[src/rtl/fetch_queue_unit_if.sv]
// fetch_queue_unit_if: instruction-memory, redirect and decode handshake bundle for the fetch stage
interface fetch_queue_unit_if #(parameter int ADDR_W = 32);
  logic              fetch_en;
  logic [ADDR_W-1:0] imem_addr;
  logic              imem_re;
  logic [31:0]       imem_rdata;
  logic              redirect_valid;
  logic [ADDR_W-1:0] redirect_pc;
  logic              id_valid;
  logic [31:0]       id_instr;
  logic [ADDR_W-1:0] id_pc;
  logic              id_ready;
  modport master (
    input  fetch_en, imem_rdata, redirect_valid, redirect_pc, id_ready,
    output imem_addr, imem_re, id_valid, id_instr, id_pc
  );
  modport slave (
    output fetch_en, imem_rdata, redirect_valid, redirect_pc, id_ready,
    input  imem_addr, imem_re, id_valid, id_instr, id_pc
  );
endinterface

[src/rtl/fetch_queue_unit.sv]
// fetch_queue_unit: PC owner feeding a small {instr, pc} FIFO toward decode, flushed by redirects
module fetch_queue_unit #(
  parameter int                ADDR_W   = 32,
  parameter logic [ADDR_W-1:0] RESET_PC = '0,
  parameter int                QDEPTH   = 2
) (
  input logic clk,
  input logic rst_n,
  fetch_queue_unit_if.master fq
);
  localparam int PW = $clog2(QDEPTH);
  localparam int CW = $clog2(QDEPTH + 1);
  localparam logic [CW-1:0] FULL = CW'(QDEPTH);
  logic [ADDR_W-1:0] pc_q, pc_d;
  logic [PW-1:0]     head_q, head_d, tail_q, tail_d;
  logic [CW-1:0]     count_q, count_d;
  logic [31:0]       instr_q [QDEPTH];
  logic [31:0]       instr_d [QDEPTH];
  logic [ADDR_W-1:0] epc_q [QDEPTH];
  logic [ADDR_W-1:0] epc_d [QDEPTH];
  logic deq, fire;
  assign deq  = fq.id_valid & fq.id_ready;
  // a dequeue frees a slot in the same cycle, so a full queue still fetches
  assign fire = rst_n & fq.fetch_en & ~fq.redirect_valid & ((count_q < FULL) | deq);
  assign fq.imem_re   = fire;
  assign fq.imem_addr = pc_q;
  assign fq.id_valid  = count_q != '0;
  assign fq.id_instr  = instr_q[head_q];
  assign fq.id_pc     = epc_q[head_q];
  always_comb begin
    pc_d    = fq.redirect_valid ? fq.redirect_pc : fire ? pc_q + ADDR_W'(1) : pc_q;
    head_d  = fq.redirect_valid ? '0 : deq ? head_q + PW'(1) : head_q;
    tail_d  = fq.redirect_valid ? '0 : fire ? tail_q + PW'(1) : tail_q;
    count_d = fq.redirect_valid ? '0 :
              (fire & ~deq) ? count_q + CW'(1) :
              (deq & ~fire) ? count_q - CW'(1) : count_q;
    instr_d = instr_q;
    epc_d   = epc_q;
    if (fire) begin
      instr_d[tail_q] = fq.imem_rdata;
      epc_d[tail_q]   = pc_q;
    end
  end
  always_ff @(posedge clk or negedge rst_n) begin
    if (!rst_n) begin
      pc_q    <= RESET_PC;
      head_q  <= '0;
      tail_q  <= '0;
      count_q <= '0;
      instr_q <= '{default: '0};
      epc_q   <= '{default: '0};
    end else begin
      pc_q    <= pc_d;
      head_q  <= head_d;
      tail_q  <= tail_d;
      count_q <= count_d;
      instr_q <= instr_d;
      epc_q   <= epc_d;
    end
  end
endmodule

[src/flat_wrapper.sv]
// flat-port wrapper written by rule: the top's interface ports become plain ports
module fetch_queue_unit_flat 
#(
  parameter int                ADDR_W   = 32,
  parameter logic [ADDR_W-1:0] RESET_PC = '0,
  parameter int                QDEPTH   = 2
)
  (clk, rst_n, fq_fetch_en, fq_imem_rdata, fq_redirect_valid, fq_redirect_pc, fq_id_ready, fq_imem_addr, fq_imem_re, fq_id_valid, fq_id_instr, fq_id_pc);
  fetch_queue_unit_if #(.ADDR_W(ADDR_W)) fq_i ();
  input logic clk;
  input logic rst_n;
  input wire logic [$bits(fq_i.fetch_en)-1:0] fq_fetch_en;
  input wire logic [$bits(fq_i.imem_rdata)-1:0] fq_imem_rdata;
  input wire logic [$bits(fq_i.redirect_valid)-1:0] fq_redirect_valid;
  input wire logic [$bits(fq_i.redirect_pc)-1:0] fq_redirect_pc;
  input wire logic [$bits(fq_i.id_ready)-1:0] fq_id_ready;
  output wire logic [$bits(fq_i.imem_addr)-1:0] fq_imem_addr;
  output wire logic [$bits(fq_i.imem_re)-1:0] fq_imem_re;
  output wire logic [$bits(fq_i.id_valid)-1:0] fq_id_valid;
  output wire logic [$bits(fq_i.id_instr)-1:0] fq_id_instr;
  output wire logic [$bits(fq_i.id_pc)-1:0] fq_id_pc;
  assign fq_i.fetch_en = fq_fetch_en;
  assign fq_i.imem_rdata = fq_imem_rdata;
  assign fq_i.redirect_valid = fq_redirect_valid;
  assign fq_i.redirect_pc = fq_redirect_pc;
  assign fq_i.id_ready = fq_id_ready;
  assign fq_imem_addr = fq_i.imem_addr;
  assign fq_imem_re = fq_i.imem_re;
  assign fq_id_valid = fq_i.id_valid;
  assign fq_id_instr = fq_i.id_instr;
  assign fq_id_pc = fq_i.id_pc;
  fetch_queue_unit #(.ADDR_W(ADDR_W), .RESET_PC(RESET_PC), .QDEPTH(QDEPTH)) u_core (.clk(clk), .rst_n(rst_n), .fq(fq_i));
endmodule
[config.mk]
export PLATFORM = sky130hd
export DESIGN_NAME = fetch_queue_unit_flat
export DESIGN_NICKNAME = d
export VERILOG_FILES = /design/src/rtl/fetch_queue_unit_if.sv /design/src/rtl/fetch_queue_unit.sv /design/src/flat_wrapper.sv
export SDC_FILE = /design/constraint.sdc
export NUM_CORES = 1
export LEC_CHECK = 0
export ABC_AREA = 1
export CORE_UTILIZATION = 45
export CTS_BUF_LIST = sky130_fd_sc_hd__clkbuf_8
export DETAILED_ROUTE_END_ITERATION = 8
export PLACE_DENSITY = 0.82
export REMOVE_ABC_BUFFERS = 1
export SLEW_MARGIN = 40
export SYNTH_ARGS = -nofsm -noshare
export SYNTH_HDL_FRONTEND = slang
export SYNTH_SLANG_ARGS = --single-unit
export TNS_END_PERCENT = 50
[constraint.sdc]
create_clock -name clk -period 1.57 [get_ports clk]
set_input_delay 0.157 -clock clk [delete_from_list [all_inputs] [get_ports clk]]
set_output_delay 0.157 -clock clk [all_outputs]
set_load 0.05 [all_outputs]
# --- After elaboration in Yosys (flattened, before gate mapping) ---
# Cells that the tools add are included.
totals:
  ff_bits: 164
  in_bits: 69
  output_inout_bits: 98
  wordCells: 53
op_classes:
  add_sub_neg: 5
  order_cmp: 4
  mux: 19
  bitwise: 12
  n_reduce_logical: 5
ops:
  columns: ["op", "n"]
  rows:
  - ["32-bit two-way mux", 9]
  - ["64-bit bitwise mux", 2]
  - ["32-bit by 1-bit adder with 32-bit output, second input constant", 1]
  - ["32-bit demux with 1-bit select", 1]
  - ["1-bit AND", 6]
  - ["2-bit two-way mux", 3]
  - ["2-bit nonzero test", 3]
  - ["2-bit greater-or-equal comparator, second input constant", 2]
  - ["1-bit two-way mux", 4]
  - ["1-bit NOT with 2-bit output", 2]
  - ["1-bit NOT", 3]
  - ["3-bit nonzero test", 1]
  - ["1-bit adder, second input constant", 2]
  - ["2-bit by 1-bit adder with 2-bit output, second input constant", 1]
  - ["2-bit by 1-bit < comparator with 1-bit output, second input constant", 1]
  - ["2-bit < comparator, second input constant", 1]
  - ["2-bit by 1-bit subtractor with 2-bit output, second input constant", 1]
  - ["1-bit logical AND", 1]
  - ["1-bit bitwise OR", 1]

# --- Depth between registers and ports, before layout ---
# Gate-level depths: netlist (run 1).
depth:
  depth_word: 9
  ltp_mapped: 10
  depth_no_buf: 10

# --- Worst setup path after synthesis (run 1) ---
# OpenSTA, ideal clock, no wires.
synth_path:
  path_kind: "register to register"
  from: "register u_core.pc_q[1] (netlist: u_core.fq.imem_addr[1])"
  to: "register u_core.pc_q[26] (netlist: u_core.fq.imem_addr[26])"
  setup_time_ns: 0.118
  arrival_ns: 1.701
  required_ns: 1.452
  setup_slack_ns: -0.248
  stages_incl_launch_ff: 11
  path_buffers: 0
  synth_period_minus_slack_ns: 1.818
  cell_sequence: "dfrtp_1 > ha_1 > nand2_2 > nor2_4 > nand2_2 > nor2_4 > nand2_1 > nand2_1 > nand2_1 > nand2_1 > nand2_1"
synth_between:
  elab_chain_len: 3
synth_lines:
  columns: ["element", "line", "source"]
  rows:
  - ["start: declaration", "fetch_queue_unit.sv:14", "logic [ADDR_W-1:0] pc_q, pc_d;"]
  - ["start signal: assignment", "fetch_queue_unit.sv:53", "pc_q <= pc_d;"]
  - ["32-bit by 1-bit adder with 32-bit output", "fetch_queue_unit.sv:31", "pc_d = fq.redirect_valid ? fq.redirect_pc : fire ? pc_q + ADDR_W'(1) : pc_q;"]
  - ["32-bit two-way mux (2 in a row)", "fetch_queue_unit.sv:31", null]
# Every way passes these cells. The select of a mux whose other input is x is not followed.
# A chain may end at the register's enable or synchronous reset.

# --- Worst setup path after layout (run 1) ---
layout_path:
  from: "register u_core.head_q"
  to: "output port fq_id_instr[18]"
layout_between:
  elab_chain_len: 4
layout_lines:
  columns: ["element", "line", "source"]
  rows:
  - ["start: declaration", "fetch_queue_unit.sv:15", "logic [PW-1:0] head_q, head_d, tail_q, tail_d;"]
  - ["start signal: assignment", "fetch_queue_unit.sv:47", "head_q <= '0;"]
  - ["start signal: assignment", "fetch_queue_unit.sv:54", "head_q <= head_d;"]
  - ["1-bit NOT with 2-bit output (not written as such)", "fetch_queue_unit.sv:28", "assign fq.id_instr = instr_q[head_q];"]
  - ["32-bit two-way mux (not written as such) (3 in a row)", "fetch_queue_unit.sv:28", null]
  - ["end: declaration", "flat_wrapper.sv:20", "output wire logic [$bits(fq_i.id_instr)-1:0] fq_id_instr;"]
# Every way passes these cells. The select of a mux whose other input is x is not followed.

==> impl_results.md, run 1 <==
- Detail Placement HPWL: 15400 um
- Crit path launch: u_core.head_q
- Layout cells sized above 1: 23.5%
- RSZ-0062 raised after global routing: yes
- Commonest non-fill, non-tap cell in the layout: nand2_1
- Origin of the critical flop-to-flop path: u_core.fq.imem_addr[0]
- RePlAce Congestion: roughly 0.93
- Placed cell area: 10800 um^2
- Worst vdd ir: 851 uV
- CP Launch Type: flip-flop
- Drt pass-1 iters: 6
- Violated checks: negative setup slack
- Synth cell types: 29
- Total chip power: 16900 uW
- Setup slack after layout: -168 ps
- Core area: 17400 um^2
- Worst Setup End Kind: output pin
- Synth Register Bits: about 160
- Seq. cell area: 4110 um^2
- R2R depth: 10
- CTS tree: built
- Clock-pin slew on the worst setup and hold paths: ~90 ps
- Crit-path max cell delay: 490 ps
- R2r endpoint: u_core.fq.imem_addr[30]
- Final wirelength: 22100 um
- Fillers: 1421
- Largest net degree at the start of global routing: 75
- Clock Tree Buf Depth: 2
- Leakage power: 0.00571 uW
- FP Rows: 48
- CP Cell Sequence: clkinv_4, buf_12, nand2_1, nand2_2, buf_12
- Max Slew Vio Count: 0
- Worst Path Buf+Inv: 3
- Initial Utilization: 46.3%
- Sequential element share of the synthesized area: between 50% and 60%
- DR DRC count: 0
- Post-synthesis cell area: 8030 um^2
- Crit path time final: 1740 ps
- All-Layer GR Usage: 25.2%
- Die H: 136 um
- Crit path max-delay family: flip-flops
- WHS: 235 ps
- Initial antenna violation count: 0
- Die Area: about 18000 um^2
- Post-route non-filler standard cell count: roughly 1500
- Commonest cells after routing, fill and taps aside: 390 x nand2_1, 162 x dfrtp_1, 154 x o21ai_0
- First-pass GRT wire length: ~36000 um
- Port buffer count: around 170
- Later-pin clock latency in the skew report: 460 ps
- Worst Path Arrival: 1580 ps
- Peak Freq: about 580 MHz
- Critical Path Stages: 5
- Vias in the first global route: 7124
- Root Buffer: clkbuf_8
- Routed wire per std cell: 14.8 um
- Most frequent CP cell: buf_12
- Clock skew: approximately 13 ps
- Cell Count Post-Placement: 1460
- Crit path to: fq_id_instr[18]
- H-tree Lvls: 4
- Max-slew headroom: 73.8%
- Post-route ant nets: 0
- Multi-input logic area: 3600 um^2
- Final hold vios: 0
- Final setup vio count: 65
- Routed via count: 7482
- Critical path's slowest cell: dfrtp_2
- Kind of critical path: reg -> out
- Slew @ Worst Pin: 393 ps
- Vias per Instance: 5.00
- R2R setup slack: 30 ps
- Clock sinks: 164
- Design area: ~12000 um^2
- Critical path peak fanout: 19
- Dpl ws: -118 ps
- Worst path required time: 1410 ps
- Global route total overflow: 0
- Max Cap Violations: 0
- Fin nets: 1327
- Initial drt markers: around 600
- Total CTS buffers: 17
- Status: finished, violations left
- Post-Syn Area per Cell: between 7 and 8 um^2
- PwrDens: 1470 nW/um^2
- Syn. warnings: 0
- Die Wd: approximately 140 um
- Synth-to-layout area growth: 43.5%
- Hold WC Path Type: in -> reg
- IO Count: 167
- Gate count after technology mapping: 1083
- Tcrit/Tclk final: 111%
- Ant diodes: 0
## per-stage QoR
step | TNS (ps) | utilization, %
2_1_floorplan | -306370 | -
3_3_place_gp | -36.8 | 62.0
3_5_place_dp | -2940 | 62.0
4_1_cts | -12970 | 65.5
5_1_grt | -12040 | 66.4
6_report | -9090 | 66.4
## logic make-up (layout without fill, tap and decap cells)
family,Yosys count,after routing,synth area share [%]
compound gates,172,172,11.1
flops,164,164,51.1
buf+inv,156,343,7.87
xor+xnor,8,8,0.873
fa+ha+maj,1,1,0.156
simple gates,582,582,28.9
## synthesized netlist by cell type, drive strengths merged
| cell | instances | share of area, % |
|---|---|---|
| nand2 | 503 | 24 |
| dfrtp | 164 | 51 |
| o21ai | 159 | 9.9 |
| inv | 104 | 4.9 |
| nor2 | 48 | 3.1 |
| buf | 31 | 1.9 |
| nand3 | 26 | 1.6 |
| clkbuf | 21 | 1.1 |
| xor2 | 7 | 0.76 |
| nor3 | 4 | 0.25 |
| a21oi | 3 | 0.19 |
| o221ai | 3 | 0.33 |
| a22oi | 2 | 0.19 |
| o21bai | 2 | 0.19 |
| and3 | 1 | 0.078 |
| ha | 1 | 0.16 |
| o211ai | 1 | 0.094 |
| o22ai | 1 | 0.078 |
| o31ai | 1 | 0.094 |
| xnor2 | 1 | 0.11 |
## what timing repair did
action | in CTS | in global routing
buffers inserted | 2 | 0
pin swaps | 2 | 1
hold buffers | 1 | 0
endpoints found under the setup margin | 65 | 80
gates resized for setup | 50 | 75
hold endpoints to repair | 72 | 0
cloned | 2 | 0
## worst register-to-register path: stages, from the launching register on
cell and delay, ps:
dfrtp_1 430, ha_2 230, nand2_2 80, nor2_4 140, nand2_2 100, nor2_4 190
nand2_1 80, nand2_1 50, nand2_1 40, nand2_1 50, nand2_1 50
## power breakdown
part	total [uW]	internal (uW)	switching (uW)
combinational	8000	3430	4570
sequential	6010	5290	726
clock	2930	1400	1530
total	16900	10100	6830
## area by class of cell
class | count | area share, %
flip-flops and latches | 164 | 35.7
multi-input cells | 763 | 31.2
repair buffers | 207 | 23.9
inverters | 104 | 3.48
clock buffers | 21 | 2.51
well taps | 225 | 2.44
clock inverters | 11 | 0.739
## how the worst min path moves through the flow
stage | startpoint | to | slack, ps | depth (start not counted)
floorplan | rst_n | u_core.count_q[0] | -140 | 0
detailed placement | rst_n | u_core.instr_q[36] | 240 | 2
global placement | rst_n | u_core.instr_q[51] | 240 | 2
finish | fq_redirect_pc[10] | u_core.fq.imem_addr[10] | 230 | 3
global route | fq_redirect_pc[10] | u_core.fq.imem_addr[10] | 250 | 3
CTS | fq_redirect_pc[10] | u_core.fq.imem_addr[10] | 220 | 3
## sequential cells by signal, indices dropped and copies added (netlist names)
signal	flops
u_core.count_q	2
u_core.epc_q	64
u_core.fq.imem_addr	32
u_core.head_q	1
u_core.instr_q	64
u_core.tail_q	1
## routing by layer
| metal | wire [um] | track usage [%] | share of wire [%] | vias to the layer above |
|---|---|---|---|---|
| li1 | - | - | - | 3695 |
| met1 | 9690 | 33.2 | 44 | 3522 |
| met2 | 10800 | 41.7 | 49 | 243 |
| met5 | 0 | 0 | 0 | - |
| met3 | 1230 | 4.23 | 5.6 | 22 |
| met4 | 314 | 8.61 | 1.4 | 0 |
No activity file was read; power rests on OpenSTA's default activity.
==> run 2, diff against run 1 <==
Settings changed: SETUP_SLACK_MARGIN set to 0.2.
==> impl_results.md, run 2 (synthesized netlist as in run 1, its figures left out) <==
- Dpl ws: -118 ps
- Clock skew: 16.2 ps
- Drt pass-1 iters: 6
- Final wirelength: 28800 um
- Total chip power: around 18000 uW
- Hold WC Path Type: in -> reg
- Worst vdd ir: ~920 uV
- Met3 Use GR: approximately 4.5%
- Layer with the highest usage: met2
- Die H: 136 um
- CP Launch Type: flip-flop
- Later-pin clock latency in the skew report: 460 ps
- Sink of the worst hold path: u_core.fq.imem_addr[5]
- Worst Path Arrival: 1650 ps
- Tcrit/Tclk final: 115%
- Clock sinks: 164
- Violated checks: negative setup slack
- Critical path's slowest cell: dfrtp_2
- Post-route ant nets: 0
- Setup slack after layout: -238 ps
- Slew @ Worst Pin: 411 ps
- Leakage power: approximately 0.0063 uW
- Post-route non-filler standard cell count: 1547
- Vias in the first global route: 7173
- Global route total overflow: 0
- CP Cell Sequence: clkinv_4, buf_12, buf_16, nand2_1, nand2_2, buf_12
- Initial drt markers: between 800 and 900
- R2R depth: 11
- Clock Tree Buf Depth: 2
- R2r endpoint: u_core.fq.imem_addr[23]
- Final setup vio count: 67
- Fillers: 1145
- Cell Count Post-Placement: about 1500
- RePlAce Congestion: 0.935
- Kind of critical path: reg -> out
- Initial antenna violation count: 0
- Core area: between 15000 and 20000 um^2
- Fin Setup TNS: -12510 ps
- Routed via count: 8468
- Max Cap Violations: 0
- Commonest cells after routing, fill and taps aside: 353 x nand2_1, 147 x dfrtp_1, 114 x nand2_2
- PwrDens: around 1400 nW/um^2
- Commonest non-fill, non-tap cell in the layout: nand2_1
- Layout cells sized above 1: 34.8%
- Crit-path max cell delay: 470 ps
- Final hold vios: 0
- Clock-pin slew on the worst setup and hold paths: about 90 ps
- Largest net degree at the start of global routing: 75
- FP Rows: between 40 and 50
- WHS: 254 ps
- Routed wire per std cell: 18.6 um
- CTS tree: built
- Peak Freq: between 500 and 600 MHz
- Initial Utilization: 46.3%
- Vias per Instance: 5.47
- Origin of the critical flop-to-flop path: u_core.fq.imem_addr[0]
- Die Wd: 136 um
- GRT met2 Usage: between 40 and 50%
- Fin nets: 1378
- DR DRC count: 0
- All-Layer GR Usage: 25.5%
- IO Count: about 170
- Max-slew headroom: 72.6%
- Port buffer count: 166
- M1 GR Usage: ~34%
- Die Area: 18400 um^2
- Max Slew Vio Count: 0
- WHS Path Cells: 3
- First-pass GRT wire length: 36300 um
- Hold_sp: fq_redirect_pc[5]
- Worst path required time: 1410 ps
- Critical path peak fanout: 10
- Most frequent CP cell: buf_12
- Synth-to-layout area growth: 62.0%
- Crit path time final: 1810 ps
- Status: finished, violations left
- Worst Setup End Kind: output pin
- Total CTS buffers: 17
- Root Buffer: clkbuf_8
- Detail Placement HPWL: about 15000 um
- RSZ-0062 raised after global routing: yes
- R2R setup slack: -40 ps
- H-tree Lvls: 4
[run 2: power by group]
| part | internal [uW] | switching (uW) | total, uW |
|---|---|---|---|
| clock network | 1400 | 1570 | 2970 |
| logic | 3970 | 5020 | 8990 |
| registers | 5300 | 871 | 6170 |
[run 2: worst max path at each step]
stage                         end  cells after the start  slack (ps)               from
6_report             fq_id_pc[14]                      6        -240      u_core.head_q
5_1_grt           fq_id_instr[15]                      6        -290      u_core.head_q
4_1_cts            fq_id_instr[1]                      6        -240      u_core.head_q
3_3_place_gp   u_core.instr_q[31]                      8          -5  fq_redirect_valid
3_5_place_dp   u_core.instr_q[27]                      7        -120  fq_redirect_valid
2_1_floorplan    u_core.epc_q[32]                      5       -1700  u_core.count_q[1]
[run 2: per-stage QoR]
step                      utilization, %  cell area (um^2)
after floorplan                        -              7790
after global placement              62.0             10800
after detailed placement            62.0             10800
after CTS                           66.5             11500
after global routing                74.9             13000
final                               74.9             13000
[run 2: worst max-delay path, delay by kind of cell, from the launching register on]
family | cells | cell delay, ps
buf+inv | 4 | 570
flops | 1 | 470
simple gates | 2 | 130
[run 2: what timing repair did]
action,4_1_cts,5_1_grt
resized for setup,97,349
cloned,2,20
hold buffers,1,0
buffers inserted,5,26
setup endpoints to repair,97,226
endpoints found under the hold margin,72,0
pin swaps,34,58
[run 2: area by class of cell]
cell class	instances	area (um^2)	share of cell area (%)
well taps	225	282	2.16
clock buffers	21	289	2.22
clock inverters	11	85.1	0.654
diodes	1	2.50	0.0192
inverters	104	423	3.25
repair buffers	256	3660	28.2
flip-flops and latches	164	4130	31.7
multi-input cells	765	4140	31.8
[run 2: metal layers]
| layer | share of wire, % | vias up |
|---|---|---|
| met1 | 38 | 4032 |
| met2 | 50 | 515 |
| li1 | - | 3818 |
| met4 | 3.6 | 0 |
| met3 | 8.1 | 103 |
| met5 | 0 | - |
==> run 3, diff against run 2 <==
Settings changed: CTS_CLUSTER_DIAMETER set to 40.
==> results of run 3 <==
Same layout as run 2: the final DEF is identical, and so are final timing and power.
